--- src/rtl/bus_fabric.sv ---
// bus_fabric: registered single-outstanding-transaction interconnect between
// the CPU data port and N_SLAVES address-decoded slave regions. Adds per-slave
// ready handshakes, a wait-state watchdog and bus-error reporting.

// Per-slot address matcher; one instance per slave region.
module bus_fabric_slot #(
    parameter int                ADDR_W = 16,
    parameter logic [ADDR_W-1:0] BASE   = '0,
    parameter logic [ADDR_W-1:0] MASK   = '0
) (
    input  logic [ADDR_W-1:0] addr,
    output logic              hit
);
    assign hit = ((addr & MASK) == BASE);
endmodule

module bus_fabric #(
    parameter int                           N_SLAVES   = 3,
    parameter int                           ADDR_W     = 16,
    parameter int                           DATA_W     = 8,
    parameter logic [N_SLAVES*ADDR_W-1:0]   SLAVE_BASE = {16'h2000, 16'h1000, 16'h0000},
    parameter logic [N_SLAVES*ADDR_W-1:0]   SLAVE_MASK = {16'hF000, 16'hFF00, 16'hF800},
    parameter int                           TIMEOUT    = 15
) (
    input  logic                         clk,
    input  logic                         rst,
    input  logic [ADDR_W-1:0]            m_address,
    input  logic [DATA_W-1:0]            m_din,
    input  logic                         m_w_en,
    input  logic                         m_r_en,
    output logic [DATA_W-1:0]            m_dout,
    output logic                         m_ready,
    output logic                         m_err,
    output logic                         m_busy,
    output logic [N_SLAVES-1:0]          s_sel,
    output logic [ADDR_W-1:0]            s_address,
    output logic [DATA_W-1:0]            s_din,
    output logic                         s_w_en,
    output logic                         s_r_en,
    input  logic [N_SLAVES*DATA_W-1:0]   s_dout,
    input  logic [N_SLAVES-1:0]          s_ready,
    output logic [ADDR_W-1:0]            err_addr,
    output logic                         err_irq
);

    // A zero TIMEOUT disables the watchdog; keep a 1-bit counter so widths stay legal.
    localparam int CNT_W = (TIMEOUT > 0) ? $clog2(TIMEOUT + 1) : 1;

    typedef enum logic [1:0] {IDLE, ACCESS, RESP} state_t;

    state_t                 state;
    logic                   lat_wr;
    logic                   err_pend;
    logic [CNT_W-1:0]       wait_cnt;
    logic [N_SLAVES-1:0]    hit_vec;
    logic [N_SLAVES-1:0]    hit_onehot;
    logic [DATA_W-1:0]      rd_data;
    logic                   ready_sel;
    logic                   wd_expired;

    genvar g;
    generate
        for (g = 0; g < N_SLAVES; g++) begin : g_slot
            bus_fabric_slot #(
                .ADDR_W (ADDR_W),
                .BASE   (SLAVE_BASE[g*ADDR_W +: ADDR_W]),
                .MASK   (SLAVE_MASK[g*ADDR_W +: ADDR_W])
            ) u_slot (
                .addr (m_address),
                .hit  (hit_vec[g])
            );
        end
    endgenerate

    // Isolate the lowest set bit so overlapping regions resolve to the lowest index.
    assign hit_onehot = hit_vec & (~hit_vec + N_SLAVES'(1));

    // Read-data and ready select driven by the registered one-hot s_sel.
    always_comb begin
        rd_data   = '0;
        ready_sel = |(s_ready & s_sel);
        for (int i = 0; i < N_SLAVES; i++) begin
            if (s_sel[i]) rd_data = rd_data | s_dout[i*DATA_W +: DATA_W];
        end
    end

    assign wd_expired = (TIMEOUT != 0) && (wait_cnt == CNT_W'(TIMEOUT));

    // Main transaction FSM; all bus outputs are registered here.
    // Errors spend one silent cycle in RESP (err_pend) before m_ready/m_err/err_irq
    // are raised together, so error responses land one cycle later than successes.
    always_ff @(posedge clk or negedge rst) begin
        if (!rst) begin
            state     <= IDLE;
            lat_wr    <= 1'b0;
            err_pend  <= 1'b0;
            wait_cnt  <= '0;
            m_dout    <= '0;
            m_ready   <= 1'b0;
            m_err     <= 1'b0;
            m_busy    <= 1'b0;
            s_sel     <= '0;
            s_address <= '0;
            s_din     <= '0;
            s_w_en    <= 1'b0;
            s_r_en    <= 1'b0;
            err_addr  <= '0;
            err_irq   <= 1'b0;
        end else begin
            m_ready <= 1'b0;
            err_irq <= 1'b0;
            case (state)
                IDLE: begin
                    if (m_w_en || m_r_en) begin
                        s_address <= m_address;
                        s_din     <= m_din;
                        lat_wr    <= m_w_en;
                        m_busy    <= 1'b1;
                        if (|hit_vec) begin
                            s_sel    <= hit_onehot;
                            s_w_en   <= m_w_en;
                            s_r_en   <= ~m_w_en;
                            wait_cnt <= '0;
                            state    <= ACCESS;
                        end else begin
                            err_pend <= 1'b1;
                            state    <= RESP;
                        end
                    end
                end
                ACCESS: begin
                    if (ready_sel) begin
                        m_dout  <= lat_wr ? '0 : rd_data;
                        s_sel   <= '0;
                        s_w_en  <= 1'b0;
                        s_r_en  <= 1'b0;
                        m_ready <= 1'b1;
                        m_err   <= 1'b0;
                        state   <= RESP;
                    end else if (wd_expired) begin
                        s_sel    <= '0;
                        s_w_en   <= 1'b0;
                        s_r_en   <= 1'b0;
                        err_pend <= 1'b1;
                        state    <= RESP;
                    end else if (wait_cnt != {CNT_W{1'b1}}) begin
                        wait_cnt <= wait_cnt + CNT_W'(1);
                    end
                end
                RESP: begin
                    if (err_pend) begin
                        err_pend <= 1'b0;
                        m_ready  <= 1'b1;
                        m_err    <= 1'b1;
                        err_irq  <= 1'b1;
                        err_addr <= s_address;
                        m_dout   <= '0;
                    end else begin
                        m_err  <= 1'b0;
                        m_busy <= 1'b0;
                        state  <= IDLE;
                    end
                end
                default: state <= IDLE;
            endcase
        end
    end

endmodule

--- config.mk ---
export PLATFORM = sky130hd
export DESIGN_NAME = bus_fabric
export DESIGN_NICKNAME = d
export VERILOG_FILES = /design/src/rtl/bus_fabric.sv
export SDC_FILE = /design/constraint.sdc
export NUM_CORES = 1
export LEC_CHECK = 0
export ABC_AREA = 1
export CAP_MARGIN = 0
export CORE_MARGIN = 2
export CORE_UTILIZATION = 40
export CTS_BUF_LIST = sky130_fd_sc_hd__clkbuf_2 sky130_fd_sc_hd__clkbuf_4 sky130_fd_sc_hd__clkbuf_8
export DETAILED_ROUTE_END_ITERATION = 10
export HOLD_SLACK_MARGIN = 0.03
export PLACE_DENSITY = 0.76
export RECOVER_POWER = 25
export SYNTH_ARGS = -nofsm -noshare
export SYNTH_HDL_FRONTEND = slang
export SYNTH_SLANG_ARGS = --single-unit
--- constraint.sdc ---
create_clock -name clk -period 1.48 [get_ports clk]
set_input_delay 0.296 -clock clk [delete_from_list [all_inputs] [get_ports clk]]
set_output_delay 0.296 -clock clk [all_outputs]
set_load 0.01 [all_outputs]
Word level (Yosys, flattened, before mapping). Cells that the tools add are included.

ROM bits: 0. Register bits: 65. Bits in writable memories: 0. Memories kept: 0. Bits in latches: 0. Word-level logic and storage cells: 104.

Equality and inequality tests: 17. Div/mod/pow operators: 0. Add/sub/neg operators: 2. $lt $le $gt $ge: 0. $mul: 0. Bitwise operators: 6. Mux-type cells: 46. Reductions and logical operators: 18. Shift-type cells: 0.

Operators by type and width (number): $mux 8 (6); $mux 4 (5); $ne 2x2->1 const B (10); $logic_not 16->1 (1); $mux 1 (16); $or 8x8->8 (2); $pmux 8 s2 (1); $mux 3 (4); $mux 2 (5); $pmux 1 s2 (5); $reduce_and 3->1 (3); $eq 8x5->1 const B (1); $pmux 4 s2 (1); $and 3x3->3 (2); $pmux 2 s3 (1); $pmux 3 s2 (1); $reduce_and 2->1 (3); $reduce_and 6->1 (1); $reduce_bool 2->1 (3); $reduce_or 3->1 (2); $reduce_and 5->1 (1); $add 4x1->4 const B (1); $eq 4x2->1 const B (1); $eq 4x4->1 const B (1); other kinds (12) (12).

Depth between registers and ports, before layout.
Word-level depth: 8. Depth in mapped cells: 10. Mapped depth without buffers: 9.

Cells and area by module. From an unflattened synthesis, not the netlist that was laid out.

Cells, all modules: 359. Area total of the unflattened synthesis: 3075.4 um^2.

Modules (own cells, without submodules): bus_fabric (cells an instance 338, area an instance 2996.6 um^2, times used 1); bus_fabric_slot (g_slot[1].u_slot) (cells an instance 8, area an instance 30.0 um^2, times used 1); bus_fabric_slot (g_slot[0].u_slot) (cells an instance 7, area an instance 26.3 um^2, times used 1); bus_fabric_slot (g_slot[2].u_slot) (cells an instance 6, area an instance 22.5 um^2, times used 1).

Worst setup path after synthesis. Ideal clock, no wire load.

Path type: flip-flop to flip-flop. Start: reg state[1]. End: reg wait_cnt[3]. Arrival time: 1.401 ns. Path buffers: 1. Setup slack: -0.038 ns. Period minus slack after synthesis: 1.518 ns. Cell stages (with the launch flop): 11. Data required time: 1.363 ns. Cells stage by stage: dfrtp_1 -> inv_1 -> ha_1 -> buf_6 -> inv_2 -> o21ai_4 -> nand2_2 -> nor2_4 -> nand2_2 -> nand2_1 -> nand2_1.

Word-level cells in the longest chain between the ends: 3. Elaborated cells between the ends (all ways): 10. Classes of those cells: eq/ne: 6; mux: 1; reduce/logical: 3.

Ends and longest elaborated chain: from (decl) (line 51) `state_t state;`; from (signal assigned) (line 94) `state <= IDLE;`; from (signal assigned) (line 124) `state <= ACCESS;`; from (signal assigned) (line 127) `state <= RESP;`; $eq 2x1->1 / $logic_not 2->1 (equally long branches) (line 112) `case (state)`; $ne 2x2->1 (no line) / $reduce_bool 2->1 (equally long branches); $reduce_and 6->1 (no line); to (signal assigned) (line 147) `wait_cnt <= wait_cnt + CNT_W'(1);`; to (decl) (line 54) `logic [CNT_W-1:0] wait_cnt;`.

Several ways; a longest one is shown, not always the timed one. A chain may end at the register's enable or synchronous reset.

Worst setup path in the final report.
Start: reg state[0]. End: reg m_dout[7].

Word-level cells in the longest chain between the ends: 3. Elaborated cells between the ends (all ways): 7. Classes of those cells: eq/ne: 4; mux: 1; reduce/logical: 2.

Ends and longest elaborated chain: $eq 2x1->1 / $eq 2x2->1 (equally long branches) (line 112); $ne 2x2->1 (no line) / $reduce_bool 2->1 (equally long branches); $reduce_and 3->1 (no line); to (signal assigned) (line 133) `m_dout <= lat_wr ? '0 : rd_data;`; to (decl) (line 31) `output logic [DATA_W-1:0] m_dout,`.

Several ways; a longest one is shown, not always the timed one.

==> metrics <==
die area 8236 um^2; Syn Inst Count 342; syn_nets 402; register area share after synthesis 0.5403; Crit Path Category flip-flop to flip-flop; clock skew 8.600 ps; num rows 31; H-tree depth 3; maximum clock insertion buffer count 2; die width 90.75 um; DRT Wirelength 7.971 mm; Max Slew Vio Count 0; Core ar. 7253 um^2; status finished with violations; wire length per cell 13.18 um; Mapped Avg Cell Area 8.802 um^2; Hold Vio Cnt, Final 0; CTS Buf Count 9; Final setup viols 1; CTS tree yes; Critical Path AT 1750 ps; Yosys reg bits 65; RR Startpoint state[0]$_DFFE_PN0P_; most frequent cells in the layout 107 x nand2_1, 62 x dfrtp_1, 57 x dlygate4sd2_1; VDD IR max 1.012 mV; WHS 397.5 ps; pwr dens 1947 nW/um^2; worst setup margin -7.449 ps; Hold Path Class primary input to asynchronous set/reset pin; LEAKAGE 2.476 nW; synthesis-to-layout area growth 60.06%; crit-path max FO 8; WP data required 1740 ps; RR Endpoint m_dout[7]$_DFFE_PN0P_; Worst Setup End Kind flip-flop; Total Routing Usage GR 0.2006; clock latency at the later pin of the worst-skew pair 340 ps; Max-cap violations 0; Crit-path slowest cell dfrtp_2; Final period util 1.005; IO Port Bufs 111; first-pass GRT wire length 13.30 mm; Design Power 9.381 mW; Reg2Reg Depth 5; Ant. Diodes 0; Worst-path clk slew 70 ps; initial antenna violation count 0; grt total ovfl 0; via/cell ratio 4.747; RSZ-0062 raised after global routing yes; DRC 0; Post-Synthesis Cell Area 3010 um^2; Starting DRT DRC Count 103; Worst Setup Start Kind flip-flop; R2R setup slack -7 ps; First-pass DRT Iterations 5; worst rel slew slack 0.6117; largest net degree at the start of global routing 25; actual transition at the worst max-transition pin 582.4 ps; Routed Antenna Nets 0; Root Buffer Master clkbuf_8; violated checks negative setup slack; Worst path max stage delay 460 ps; number of global-route vias before repair 2883; synth unique cells 30; # IOs 112; DR vias 2872; Peak Freq 0.6723 GHz; fin nets 561; GP Congestion 0.8028; YS warnings 0; Layout fillers 599; post-DP HPWL 5.862 mm; layout cells sized above 1 0.2292; cells along the critical path ha_4 > buf_4 > o21ai_4 > nand2_4 > o21ai_2; commonest non-fill, non-tap cell in the layout nand2_1; die span in y 90.75 um; clk sink count 65; Final min period 1487 ps; Starting Density 0.4150
==> registers in the layout (all words and copies together) (netlist names) <==
| signal | flops |
|---|---|
| err_addr | 16 |
| err_irq | 1 |
| err_pend | 1 |
| lat_wr | 1 |
| m_busy | 1 |
| m_dout | 8 |
| m_err | 1 |
| m_ready | 1 |
| s_address | 16 |
| s_din | 8 |
| s_r_en | 1 |
| s_sel | 3 |
| s_w_en | 1 |
| state | 2 |
| wait_cnt | 4 |
==> what timing repair did <==
item                       CTS  global route
setup endpoints to repair  110            57
hold endpoints to repair    12             0
gates resized for setup     80            17
hold buffers                 1             0
cloned                       1             0
pin swaps                    7            12
buffers inserted             3             5
==> report_power, final <==
group / switching (mW) / internal [mW]
sequential: 0.454 / 2.53
clock: 0.690 / 0.976
combinational: 2.46 / 2.27
==> critical path: cells and delay by family (launching register included) <==
family / cells / cell delay [ps]
simple gates: 1 / 180
flops: 1 / 460
fa+ha+maj: 1 / 210
compound gates: 2 / 430
buf+inv: 1 / 140
==> routing by layer <==
| metal | track usage | wire length [um] | vias up | share of wire |
|---|---|---|---|---|
| met1 | 0.2421 | 3362 | 1370 | 0.42 |
| li1 | - | - | 1404 | - |
| met4 | 0.06410 | 170 | 0 | 0.021 |
| met3 | 0.05927 | 464 | 17 | 0.058 |
| met2 | 0.3439 | 3974 | 81 | 0.50 |
| met5 | 0 | 0 | - | 0 |
==> kinds of logic (layout without fill, tap and decap cells) <==
family,Yosys count,in the layout,synth area share
simple gates,181,182,0.2527
flops,65,65,0.5403
compound gates,43,43,0.09144
buf+inv,39,202,0.06192
mux,8,8,0.02993
fa+ha+maj,5,5,0.02078
xor+xnor,1,1,0.002910
==> cells in the mapped netlist (all sizes together) <==
library cell  count  area, um^2
clkbuf            4       15.01
a21oi            11       55.05
xor2              1       8.760
o21ai            29       190.2
dfrtp            65        1627
or2               1       6.260
inv              25       93.84
nand2           123       486.7
o211ai            1       7.510
a21boi            1       7.510
buf               9       73.81
nand3b            2       15.01
nor3              1       5.000
o21a              1       15.01
ha                5       62.56
mux2              8       90.09
nor2             29       116.4
nand3            24       125.1
nand4             1       6.260
clkinv            1       3.750
==> final cells by class <==
| type | instances | area, um^2 | area share |
|---|---|---|---|
| Sequential cell | 65 | 1630 | 0.3384 |
| Tap cell | 99 | 123.9 | 0.02571 |
| Timing Repair Buffer | 160 | 1428 | 0.2963 |
| Clock buffer | 10 | 131.4 | 0.02727 |
| Inverter | 26 | 106.4 | 0.02207 |
| Multi-Input combinational cell | 239 | 1308 | 0.2714 |
| Clock inverter | 6 | 91.34 | 0.01896 |
==> worst max path at each step <==
stage | slack (ps) | from | endpoint
2_1_floorplan | -10 | state[1]$_DFFE_PN0P_ | wait_cnt[3]$_DFFE_PN0P_
3_3_place_gp | -170 | m_w_en | wait_cnt[2]$_DFFE_PN0P_
4_1_cts | -20 | state[1]$_DFFE_PN0P_ | m_dout[0]$_DFFE_PN0P_
3_5_place_dp | -210 | m_w_en | wait_cnt[2]$_DFFE_PN0P_
5_1_grt | -70 | state[0]$_DFFE_PN0P_ | wait_cnt[2]$_DFFE_PN0P_
6_report | -7 | state[0]$_DFFE_PN0P_ | m_dout[7]$_DFFE_PN0P_
==> metrics by stage <==
stage                     worst slack (ps)  setup TNS (ps)  utilization  cells  area, um^2
final                               -7.449          -7.449       0.6643    605        4818
after global placement              -173.2           -6167       0.6203    580        4499
after detailed placement            -208.0           -7214       0.6203    580        4499
after floorplan                     -14.34          -55.81            -    342        3013
after CTS                           -22.29          -28.78       0.6584    601        4776
after global routing                -66.62          -600.7       0.6643    605        4818
(Power assumes the default switching activity.)
